## config.mk

```make
export PLATFORM = sky130hd
export DESIGN_NAME = uart_rx_shift
export DESIGN_NICKNAME = d
export VERILOG_FILES = /design/src/rtl/uart_rx_shift.sv
export SDC_FILE = /design/constraint.sdc
export NUM_CORES = 1
export LEC_CHECK = 0
export CELL_PAD_IN_SITES_DETAIL_PLACEMENT = 1
export CELL_PAD_IN_SITES_GLOBAL_PLACEMENT = 1
export CORE_MARGIN = 2
export CORE_UTILIZATION = 43
export CTS_BUF_LIST = sky130_fd_sc_hd__clkbuf_16
export CTS_CLUSTER_DIAMETER = 30
export DETAILED_ROUTE_END_ITERATION = 10
export HOLD_SLACK_MARGIN = 0.06
export PLACE_DENSITY = 0.81
export SLEW_MARGIN = 10
export SYNTH_ARGS = -nofsm -noshare
export SYNTH_HDL_FRONTEND = slang
export SYNTH_SLANG_ARGS = --single-unit
```

## constraint.sdc

```tcl
create_clock -name bclk_in -period 2.6 [get_ports bclk_in]
set_clock_uncertainty 0.1 [all_clocks]
set_input_delay 0.65 -clock bclk_in [delete_from_list [all_inputs] [get_ports bclk_in]]
set_output_delay 0.65 -clock bclk_in [all_outputs]
set_load 0.005 [all_outputs]
```

## src/rtl/uart_rx_shift.sv

```systemverilog
// Oversampling UART receiver: synchronizes the serial line, detects a start edge,
// mid-bit samples 5..8 data bits, optional parity and one stop bit, then reports the word.
module uart_rx_shift (
    input  logic       bclk_in,
    input  logic       rstn_in,
    input  logic       enable_in,
    input  logic       serial_in,
    input  logic       osm_sel_in,
    input  logic [1:0] wls_in,
    input  logic       pen_in,
    input  logic       esp_in,
    input  logic       sp_in,
    output logic [7:0] rbr_out,
    output logic       valid_out,
    output logic       pe_out,
    output logic       fe_out,
    output logic       bi_out,
    output logic       busy_out
);

    localparam logic [2:0] IDLE   = 3'd0;
    localparam logic [2:0] START  = 3'd1;
    localparam logic [2:0] DATA   = 3'd2;
    localparam logic [2:0] PARITY = 3'd3;
    localparam logic [2:0] STOP   = 3'd4;

    logic       sync_meta;
    logic       sync;
    logic       prev;
    logic [2:0] state;
    logic [3:0] cnt;
    logic [2:0] bit_cnt;
    logic [7:0] shift;
    logic [1:0] wls;
    logic       pen;
    logic       esp;
    logic       sp;
    logic       osm;
    logic       par_acc;
    logic       all_zero;
    logic       par_err;

    logic [3:0] start_pt;
    logic [3:0] last_cnt;
    logic       sample_pt;
    logic       exp_par;
    logic [2:0] last_bit;

    always_comb begin
        start_pt  = osm_sel_in ? 4'd6 : 4'd7;
        last_cnt  = osm ? 4'd12 : 4'd15;
        sample_pt = (cnt == last_cnt);
        last_bit  = {1'b0, wls} + 3'd4;
        exp_par   = sp ? ~esp : (esp ? par_acc : ~par_acc);
    end

    assign busy_out = (state != IDLE);

    // prev follows sync in every state, so a line still low after a frame cannot retrigger
    always_ff @(posedge bclk_in or negedge rstn_in) begin
        if (!rstn_in) begin
            sync_meta <= 1'b1;
            sync      <= 1'b1;
            prev      <= 1'b1;
            state     <= IDLE;
            cnt       <= 4'd0;
            bit_cnt   <= 3'd0;
            shift     <= 8'h00;
            wls       <= 2'd0;
            pen       <= 1'b0;
            esp       <= 1'b0;
            sp        <= 1'b0;
            osm       <= 1'b0;
            par_acc   <= 1'b0;
            all_zero  <= 1'b0;
            par_err   <= 1'b0;
            rbr_out   <= 8'h00;
            valid_out <= 1'b0;
            pe_out    <= 1'b0;
            fe_out    <= 1'b0;
            bi_out    <= 1'b0;
        end else begin
            sync_meta <= serial_in;
            sync      <= sync_meta;
            prev      <= sync;
            valid_out <= 1'b0;
            if (!enable_in) begin
                state   <= IDLE;
                cnt     <= 4'd0;
                bit_cnt <= 3'd0;
            end else begin
                case (state)
                    IDLE: begin
                        if (prev && !sync) begin
                            state <= START;
                            cnt   <= 4'd0;
                        end
                    end
                    START: begin
                        if (cnt == start_pt) begin
                            if (sync) begin
                                state <= IDLE;
                            end else begin
                                state    <= DATA;
                                cnt      <= 4'd0;
                                bit_cnt  <= 3'd0;
                                shift    <= 8'h00;
                                par_acc  <= 1'b0;
                                all_zero <= 1'b1;
                                par_err  <= 1'b0;
                                wls      <= wls_in;
                                pen      <= pen_in;
                                esp      <= esp_in;
                                sp       <= sp_in;
                                osm      <= osm_sel_in;
                            end
                        end else begin
                            cnt <= cnt + 4'd1;
                        end
                    end
                    DATA: begin
                        if (sample_pt) begin
                            cnt            <= 4'd0;
                            shift[bit_cnt] <= sync;
                            par_acc        <= par_acc ^ sync;
                            all_zero       <= all_zero & ~sync;
                            if (bit_cnt == last_bit) begin
                                bit_cnt <= 3'd0;
                                state   <= pen ? PARITY : STOP;
                            end else begin
                                bit_cnt <= bit_cnt + 3'd1;
                            end
                        end else begin
                            cnt <= cnt + 4'd1;
                        end
                    end
                    PARITY: begin
                        if (sample_pt) begin
                            cnt      <= 4'd0;
                            par_err  <= (sync != exp_par);
                            all_zero <= all_zero & ~sync;
                            state    <= STOP;
                        end else begin
                            cnt <= cnt + 4'd1;
                        end
                    end
                    STOP: begin
                        if (sample_pt) begin
                            cnt       <= 4'd0;
                            state     <= IDLE;
                            valid_out <= 1'b1;
                            rbr_out   <= shift;
                            pe_out    <= pen & par_err;
                            fe_out    <= ~sync;
                            bi_out    <= all_zero & ~sync;
                        end else begin
                            cnt <= cnt + 4'd1;
                        end
                    end
                    default: begin
                        state <= IDLE;
                        cnt   <= 4'd0;
                    end
                endcase
            end
        end
    end

endmodule

```

==> reports/results.ini, run 1 <==
[cells_and_area]
final_common_cell=nand2_1
multi_input_area_mm2=0.00101
stdcell_count=313
num-fill-cells=552
final_cell_mix=nand2_1 (40), dfrtp_1 (39), clkdlybuf4s50_1 (21)
nets=257
area_growth_pct=20.5
drive_above_1_share_pct=17.5
seqCellArea_mm2=0.00105
antennaDiodeCount=0

[drt]
drc=0
routed.top_layer=met4
drt.antenna.violating_nets=0
drt_iter0_drc=66
first_pass_iters=4
viasPerCell=5.40
wl_met1_um=2420
wl_per_cell_um=15.8
vias=1691
route.met2.wl_um=2360
met3WireLength_um=148
wirelength_um=4960

[sta]
rsz0062_at_grt=no
min_period_ns=2.36
hold-worst-slack_ns=0.205
maxSlewViolCount=0
hold_viol_final=0
post-route-period-util_pct=90.7
finalSetupTns_ns=0
finalSetupViolations=0
worst_slack_ns=0.241
max-slew-margin-rel_pct=64.7
fmax_mhz=424
tightestPinTransition_ns=0.526

[cts]
cts_num_sinks=42
worstSkewPairLatency_ns=0.28
clkTransAtPathRegs_ns=0.06
cts_buffer_depth=2
ctsRootBufferMaster=clkbuf_16
hold_buffers=0
cts_resized=0
cts_made_buffers=5
cts.htree.levels=2
cts_setup_buffers=0
cts_tree=done

[placed_design]
dp_hpwl_um=3660
place.gp.congestion=0.968
dp.cells=305
pre_cts_slack_ns=0.0719
portBuffers=22

[floorplanning]
start_util_pct=45.0
fp.dieW_um=74.8
ios=23
dieArea_mm2=0.00560
core-area_mm2=0.00479
row_count=25
die_y_um=74.8

[setup_path]
cp.required_ns=1.85
cp_max_fo=11
path_class=reg -> out
start_kind=flip-flop
cp_data_arrival_time_ns=1.61
end_kind=output port

[global_routing]
grtUsageTotal_pct=20.2
grt_max_degree=24
grt_pass1_vias=1710
grt.overflow.total=0
antenna_found_initial=0
grt_pass1_wl_um=8460

[synth]
syn_area_mm2=0.00216
synth_edf_count=0
ys_ff_latch=42
yosys.cell_types.count=56
synthArstFlopShare_pct=100
ys_seq_area_share_pct=48.9
ys.warnings.count=0
syn_avg_cell_area_um2=9.84
synth_ff_type=dfrtp_1
synth.net_count=231
netlist_instances=219

[power_and_ir_drop]
power_switching_uw=309
power_uw=1360
p_leak_uw=0.00119
power_frac_seq_pct=49.6
ir_drop_mv=0.233
intPower_uw=1050
cellPowerDensity_mw_per_mm2=524
combPwrFrac_pct=6.5
clkPwrFrac_pct=43.9
switching_share_pct=22.7

[status]
status=completed

[flow_run]
max_cap_viol_count=0

[worst_hold_path]
hp-class=in -> async

[kinds of logic (layout without fill, tap and decap cells)]
group,after synthesis,in the layout,share of synthesized area [%]
multiplexers,9,9,4.82
AO/OA/AOI/OAI,48,48,16.9
buffers and inverters,20,47,4.29
AND/OR/NAND/NOR,92,92,21.4
flip-flops,42,42,48.9
adder cells (fa/ha/maj),2,2,1.16
XOR/XNOR,6,6,2.44
[per-stage QoR]
| step | utilization (%) | area [um^2] |
|---|---|---|
| floorplan | - | 2160 |
| global placement | 51.3 | 2460 |
| detailed placement | 51.3 | 2460 |
| CTS | 54.3 | 2600 |
| global route | 54.3 | 2600 |
| finish | 54.3 | 2600 |
[cell type report]
type	count	share of cell area [%]
inverter	9	1.30
clock buffer	5	4.82
clock inverter	3	0.626
sequential	42	40.6
tap	67	3.23
timing repair buffer	30	10.6
multi-input combinational	157	38.8
[synth_stat cells, types with 3 or more instances]
cell        n  area share (%)
a32o_1      4             1.9
dfrtp_1    39              45
nor2_1     15             2.6
nor2b_1     4             1.2
nand2b_1    6             1.7
nand3_1     7             1.6
buf_2       5             1.2
a21oi_1     3            0.70
inv_1       8             1.4
mux2_2      6             3.1
o2111ai_1   3             1.2
dfstp_2     3             3.7
nor3_1      3            0.70
xnor2_1     4             1.6
a22o_1      3             1.2
nand2_1    40             7.0
o21ai_0    15             3.5
clkbuf_1    3            0.52
[per-layer routing]
metal	up-vias	GRT usage, %
met4	0	4.96
met5	-	0
met2	34	31.8
met3	4	4.02
li1	828	-
met1	825	29.0
[power by group through the flow]
| stage | Clock (uW) | Combinational, uW | Sequential, uW |
|---|---|---|---|
| after floorplan | 0 | 46.5 | 679 |
| after global placement | 0 | 86.7 | 685 |
| after detailed placement | 0 | 87.6 | 686 |
| after CTS | 605 | 88.8 | 674 |
| after global routing | 637 | 98.4 | 675 |
| final | 598 | 87.9 | 674 |
[sequential cells by signal (all words and copies together) (netlist names), 2 cells and up]
| name | count |
|---|---|
| bit_cnt | 3 |
| wls | 2 |
| shift | 8 |
| state | 3 |
| cnt | 4 |
| rbr_out | 8 |
[worst max-delay path, stage by stage, from the launching register on]
cell and delay [ns]:
dfrtp_1 0.51, nor2_1 0.27, nand2_1 0.10, clkdlybuf4s50_1 0.45
[worst paths after layout]
path                                  to  cells past startpoint  slack, ns      start
max in group asynchronous           sync                      2       1.49    rstn_in
worst max-delay path            busy_out                      3       0.24   state[1]
worst max register to register    bi_out                      6       0.46     cnt[0]
worst min register to register      sync                      0       0.25  sync_meta
min in group bclk_in                sync                      0       0.25  sync_meta
worst min-delay path              cnt[3]                      1       0.20    rstn_in
(Power assumes the default switching activity.)
==> inputs of run 2 (changes only) <==
- CORE_UTILIZATION: 43 -> 48
- DONT_BUFFER_PORTS: not set -> 1
- PLACE_DENSITY: 0.81 -> 0.8
==> run 2 against run 1 <==
- global-route usage rose by 1.3 points
- utilization fell by 0.34 points
- critical endpoint is now sp
- critical path depth rose by 1
==> reports/results.ini, run 2 (same netlist as run 1, synthesis figures left out) <==
[sta]
finalSetupTns_ns=0  ; unchanged
hold_viol_final=0  ; unchanged
min_period_ns=2.13  ; -0.224 ns
finalSetupViolations=0  ; unchanged
max-slew-margin-rel_pct=55.6  ; -9.0 points
tightestPinTransition_ns=0.660  ; +0.134 ns
rsz0062_at_grt=no
fmax_mhz=469  ; +11%
maxSlewViolCount=0  ; unchanged
post-route-period-util_pct=82.1  ; -8.6 points

[flow_run]
max_cap_viol_count=0  ; unchanged

[cts]
worstSkewPairLatency_ns=0.28  ; about the same
cts_buffer_depth=2  ; unchanged
ctsRootBufferMaster=clkbuf_16
cts.htree.levels=2  ; unchanged
clkTransAtPathRegs_ns=0.06  ; about the same
cts_num_sinks=42  ; unchanged
cts_made_buffers=5  ; unchanged
cts_tree=done
cts_resized=0  ; unchanged

[floorplanning]
ios=23  ; unchanged
row_count=24  ; -4.0%
die_y_um=71.0  ; -5.1%
dieArea_mm2=0.00504  ; -9.9%
fp.dieW_um=71.0  ; -5.1%
core-area_mm2=0.00435  ; -9.0%
start_util_pct=49.5  ; +4.5 points

[placed_design]
dpl_cell_area_mm2=0.00216  ; -12%
portBuffers=0  ; -100%
dp_hpwl_um=3430  ; -6.5%
place.gp.congestion=0.837  ; -14%

[cells_and_area]
area_growth_pct=8.94
seqCellArea_mm2=0.00105  ; unchanged
drive_above_1_share_pct=16.1  ; -1.4 points
multi_input_area_mm2=0.00101  ; unchanged
antennaDiodeCount=0  ; unchanged
nets=228  ; -11%
final_cell_mix=nand2_1 (40), dfrtp_1 (39), nor2_1 (15), o21ai_0 (15), inv_1 (9)
final_common_cell=nand2_1
num-fill-cells=481  ; -13%
fin_area_mm2=0.00235  ; -9.6%
top_regs=rbr_out x8, shift x8, cnt x4

[setup_path]
cpLargestDelayFamily=simple AND/OR/NAND/NOR gates
end_kind=flip-flop
worst-path-buf-inv=0  ; -1
cp_data_arrival_time_ns=2.21  ; +0.60 ns
path_cells=xor2_1, and3_1, and4_1, mux2_2
crit_path_max_incr_delay_ns=0.49  ; -0.02 ns
crit_path_top_delay_cell=and4_1
cp.required_ns=2.67  ; +0.82 ns
start_kind=flip-flop
cp_max_fo=9  ; -2
path_class=reg -> reg

[global_routing]
grt_pass1_wl_um=8370  ; -1.1%
grt_pass1_vias=1743  ; +1.9%
grtUsageTotal_pct=21.5  ; +1.3 points
grt.overflow.total=0  ; unchanged
grt_max_degree=40  ; +67%
antenna_found_initial=0  ; unchanged

[power_and_ir_drop]
power_uw=1430  ; +5.3%
ir_drop_mv=0.279  ; +20%
cellPowerDensity_mw_per_mm2=610  ; +16%
p_leak_uw=0.00109  ; -8.2%

[worst_hold_path]
hp-class=in -> async

[drt]
viasPerCell=5.98  ; +11%
vias=1608  ; -4.9%
first_pass_iters=4  ; unchanged
wl_per_cell_um=18.3  ; +16%
drt.antenna.violating_nets=0  ; unchanged
drt_iter0_drc=63  ; -4.5%
drc=0  ; unchanged
wirelength_um=4930  ; -0.54%

[status]
status=completed

## run 2: changes by cell type in the layout (fill, tap and decap cells not counted)
cell / previous run / this run
clkinv_1: 1 / 0
clkdlybuf4s50_1: 21 / 0
clkinv_2: 1 / 0
buf_2: 1 / 0
buf_12: 0 / 1
buf_4: 8 / 0
inv_1: 8 / 9
bufinv_16: 0 / 1
## run 2: per-stage QoR
step	worst slack (ns)	hold slack (ns)	utilization, %	instances
after floorplan	0.635	0.245	-	219
after global placement	0.405	0.248	49.7	260
after detailed placement	0.357	0.254	49.7	260
after CTS	0.445	0.0984	53.9	269
after global routing	0.336	0.0933	53.9	269
final	0.466	0.105	53.9	269
## run 2: final cells by class
class	instances	share of cell area [%]
multi-input combinational	157	42.9
inverter	9	1.44
clock inverter	3	1.76
tap	52	2.77
clock buffer	5	5.33
sequential	42	44.9
timing repair buffer	1	0.852
## run 2: power by group
part | switching [uW] | internal (uW) | leakage [uW]
Clock | 245 | 449 | 0.0000812
Combinational | 40.5 | 22.1 | 0.000434
Sequential | 13.2 | 662 | 0.000575
## run 2: worst paths after layout
path | start | endpoint | depth (start not counted) | slack (ns)
max | cnt[0] | sp | 4 | 0.47
min | rstn_in | sync_meta | 0 | 0.10
max reg2reg | cnt[0] | sp | 4 | 0.47
min reg2reg | sync_meta | sync | 0 | 0.26
max in group asynchronous | rstn_in | cnt[0] | 1 | 2.11
min in group bclk_in | serial_in | sync_meta | 0 | 0.26
## run 2: worst register-to-register path, stage by stage, from the launching register on
cell	delay [ns]
dfrtp_1	0.47
xor2_1	0.31
and3_1	0.27
and4_1	0.49
mux2_2	0.39
## run 2: routing by layer
layer | global-route usage (%) | up-vias | share of wire, %
met5 | 0 | - | 0
met4 | 8.39 | 0 | 2.1
met3 | 5.84 | 8 | 4.5
met2 | 37.1 | 37 | 51
met1 | 25.6 | 794 | 43
li1 | - | 769 | -
## run 2: what timing repair did
action,CTS,global route
endpoints found under the hold margin,39,0
hold buffers,1,0
buffers inserted,0,0
setup endpoints to repair,0,0
==> inputs of run 3 (changes only) <==
- clock period: 2.6 -> 2.1 ns (I/O delays scaled with it)
==> run 3 against run 2 <==
- cell count up 3.7%
- design area up 2.2%
- sequential share of layout area down 0.98 points
- count of clock-buffer cells in the layout unchanged
- non-clock buffer count up 10
- global-route usage about the same
- wire length up 2.7%
- sequential cell count unchanged
- fmax up 6.9%
==> reports/results.ini, run 3 (same netlist as run 1, synthesis figures left out) <==
[status]
status=completed

[setup_path]
cp_max_fo=6  ; -3
path_class=reg -> reg
reg2reg_depth=5  ; +1
reg2reg_from=cnt[0]
start_kind=flip-flop
reg2reg_setup_slack_ns=0.10  ; -0.36 ns
end_kind=flip-flop
r2r-end=par_err
crit_path_start=cnt[0]
cp.required_ns=2.16  ; -0.51 ns
cp_data_arrival_time_ns=2.06  ; -0.15 ns

[worst_hold_path]
holdPathEnd=sync_meta
hp-class=in -> reg
hold_start=serial_in
min_path_cells=0

[cells_and_area]
area_growth_pct=11.4
nets=238  ; +4.4%
num-fill-cells=488  ; +1.5%
top_regs=rbr_out x8, shift x8, cnt x4
final_common_cell=nand2_1
final_cell_mix=nand2_1 (40), dfrtp_1 (39), nor2_1 (15), o21ai_0 (15), buf_4 (9)
utilization_pct=55.1  ; +1.2 points
antennaDiodeCount=0  ; unchanged
drive_above_1_share_pct=19.4  ; +3.3 points

[sta]
tightestPinTransition_ns=0.540  ; -0.120 ns
min_period_ns=2.00  ; -0.139 ns
max-slew-margin-rel_pct=63.7  ; +8.1 points
rsz0062_at_grt=no
hold_viol_final=0  ; unchanged
maxSlewViolCount=0  ; unchanged
fmax_mhz=501  ; +6.9%
finalSetupTns_ns=0  ; unchanged
finalSetupViolations=0  ; unchanged
post-route-period-util_pct=95.0  ; +13 points

[cts]
cts_setup_buffers=0  ; unchanged
worstSkewPairLatency_ns=0.28  ; about the same
cts_num_sinks=42  ; unchanged
ctsRootBufferMaster=clkbuf_16
cts_buffer_depth=2  ; unchanged
hold_buffers=2  ; +1
cts_made_buffers=5  ; unchanged
clkTransAtPathRegs_ns=0.06  ; about the same
cts_resized=0  ; unchanged
cts.htree.levels=2  ; unchanged
cts_tree=done

[power_and_ir_drop]
intPower_uw=1290  ; +13%
power_frac_seq_pct=50.7  ; +3.5 points
switching_share_pct=21.6  ; +0.76 points
combPwrFrac_pct=5.6  ; +1.2 points
power_switching_uw=354  ; +19%
clkPwrFrac_pct=43.8  ; -4.6 points
ir_drop_mv=0.363  ; +30%
p_leak_uw=0.00113  ; +3.4%
cellPowerDensity_mw_per_mm2=683  ; +12%

[drt]
wl_per_cell_um=18.2  ; -0.98%
drc=0  ; unchanged
first_pass_iters=4  ; unchanged
drt_iter0_drc=89  ; +41%
wirelength_um=5070  ; +2.7%
drt.antenna.violating_nets=0  ; unchanged
vias=1665  ; +3.5%
viasPerCell=5.97  ; -0.17%

[placed_design]
place.gp.congestion=0.897  ; +7.2%
portBuffers=0  ; unchanged
dp_hpwl_um=3790  ; +11%

[global_routing]
grt.overflow.total=0  ; unchanged
grt_max_degree=43  ; +7.5%
antenna_found_initial=0  ; unchanged
grt_pass1_wl_um=8540  ; +2.1%
grtUsageTotal_pct=21.5  ; +0.041 points
grt_busiest_layer=met2
met1_usage_pct=26.4  ; +0.85 points
grt.met2_usage_pct=38.6  ; +1.6 points
met3_usage_pct=4.84  ; -1.0 points
grt_pass1_vias=1758  ; +0.86%

[floorplanning]
core-area_mm2=0.00435  ; unchanged
die_y_um=71.0  ; unchanged
start_util_pct=49.5  ; unchanged
dieArea_mm2=0.00504  ; unchanged
ios=23  ; unchanged
fp.dieW_um=71.0  ; unchanged
row_count=24  ; unchanged

[flow_run]
max_cap_viol_count=0  ; unchanged

run 3: cell types whose count changed in the layout (fill, tap and decap cells not counted):
cell	before	now
buf_4	0	9
bufinv_16	1	0
clkinv_1	0	1
clkinv_2	0	1
dlygate4sd3_1	0	1
inv_1	9	8
run 3: layer usage:
metal  part of all wire, %  vias to the layer above
li1                      -                      786
met5                     0                        -
met3                   4.3                        6
met4                  0.67                        0
met1                    43                      824
met2                    51                       49
run 3: worst max-delay path by stage:
stage,cells after the start,endpoint
floorplan,5,esp
global placement,5,pen
detailed placement,5,sp
CTS,4,bit_cnt[0]
global route,5,cnt[3]
finish,5,par_err
run 3: worst max-delay path: stages, from the launching register on:
cell	delay, ns
dfrtp_1	0.45
or3b_4	0.46
a21o_2	0.26
nand2_2	0.10
o2111ai_1	0.17
mux2_4	0.33
run 3: power by group through the flow:
stage               clock network [uW]  logic (uW)  registers (uW)
floorplan                            0        57.6             840
global placement                     0        68.3             844
detailed placement                   0        70.2             845
CTS                                741        92.5             830
global route                       775         102             832
finish                             718        91.3             831
run 3: stage by stage:
stage | power (uW) | std cells | hold WS [ns] | setup WS [ns] | instance area, um^2
finish | 1640 | 279 | 0.140 | 0.105 | 2400
global route | 1710 | 279 | 0.127 | 0.00855 | 2400
CTS | 1660 | 279 | 0.134 | 0.105 | 2400
detailed placement | 915 | 269 | 0.130 | 0.0994 | 2230
global placement | 912 | 269 | 0.130 | 0.140 | 2230
floorplan | 898 | 219 | 0.129 | 0.260 | 2160
run 3: layout make-up:
class | count | area, um^2 | share of cell area [%]
sequential | 42 | 1050 | 43.9
multi-input combinational | 157 | 1010 | 42.0
clock buffer | 5 | 125 | 5.21
timing repair buffer | 11 | 97.6 | 4.06
tap | 52 | 65.1 | 2.71
inverter | 9 | 33.8 | 1.41
clock inverter | 3 | 16.3 | 0.677
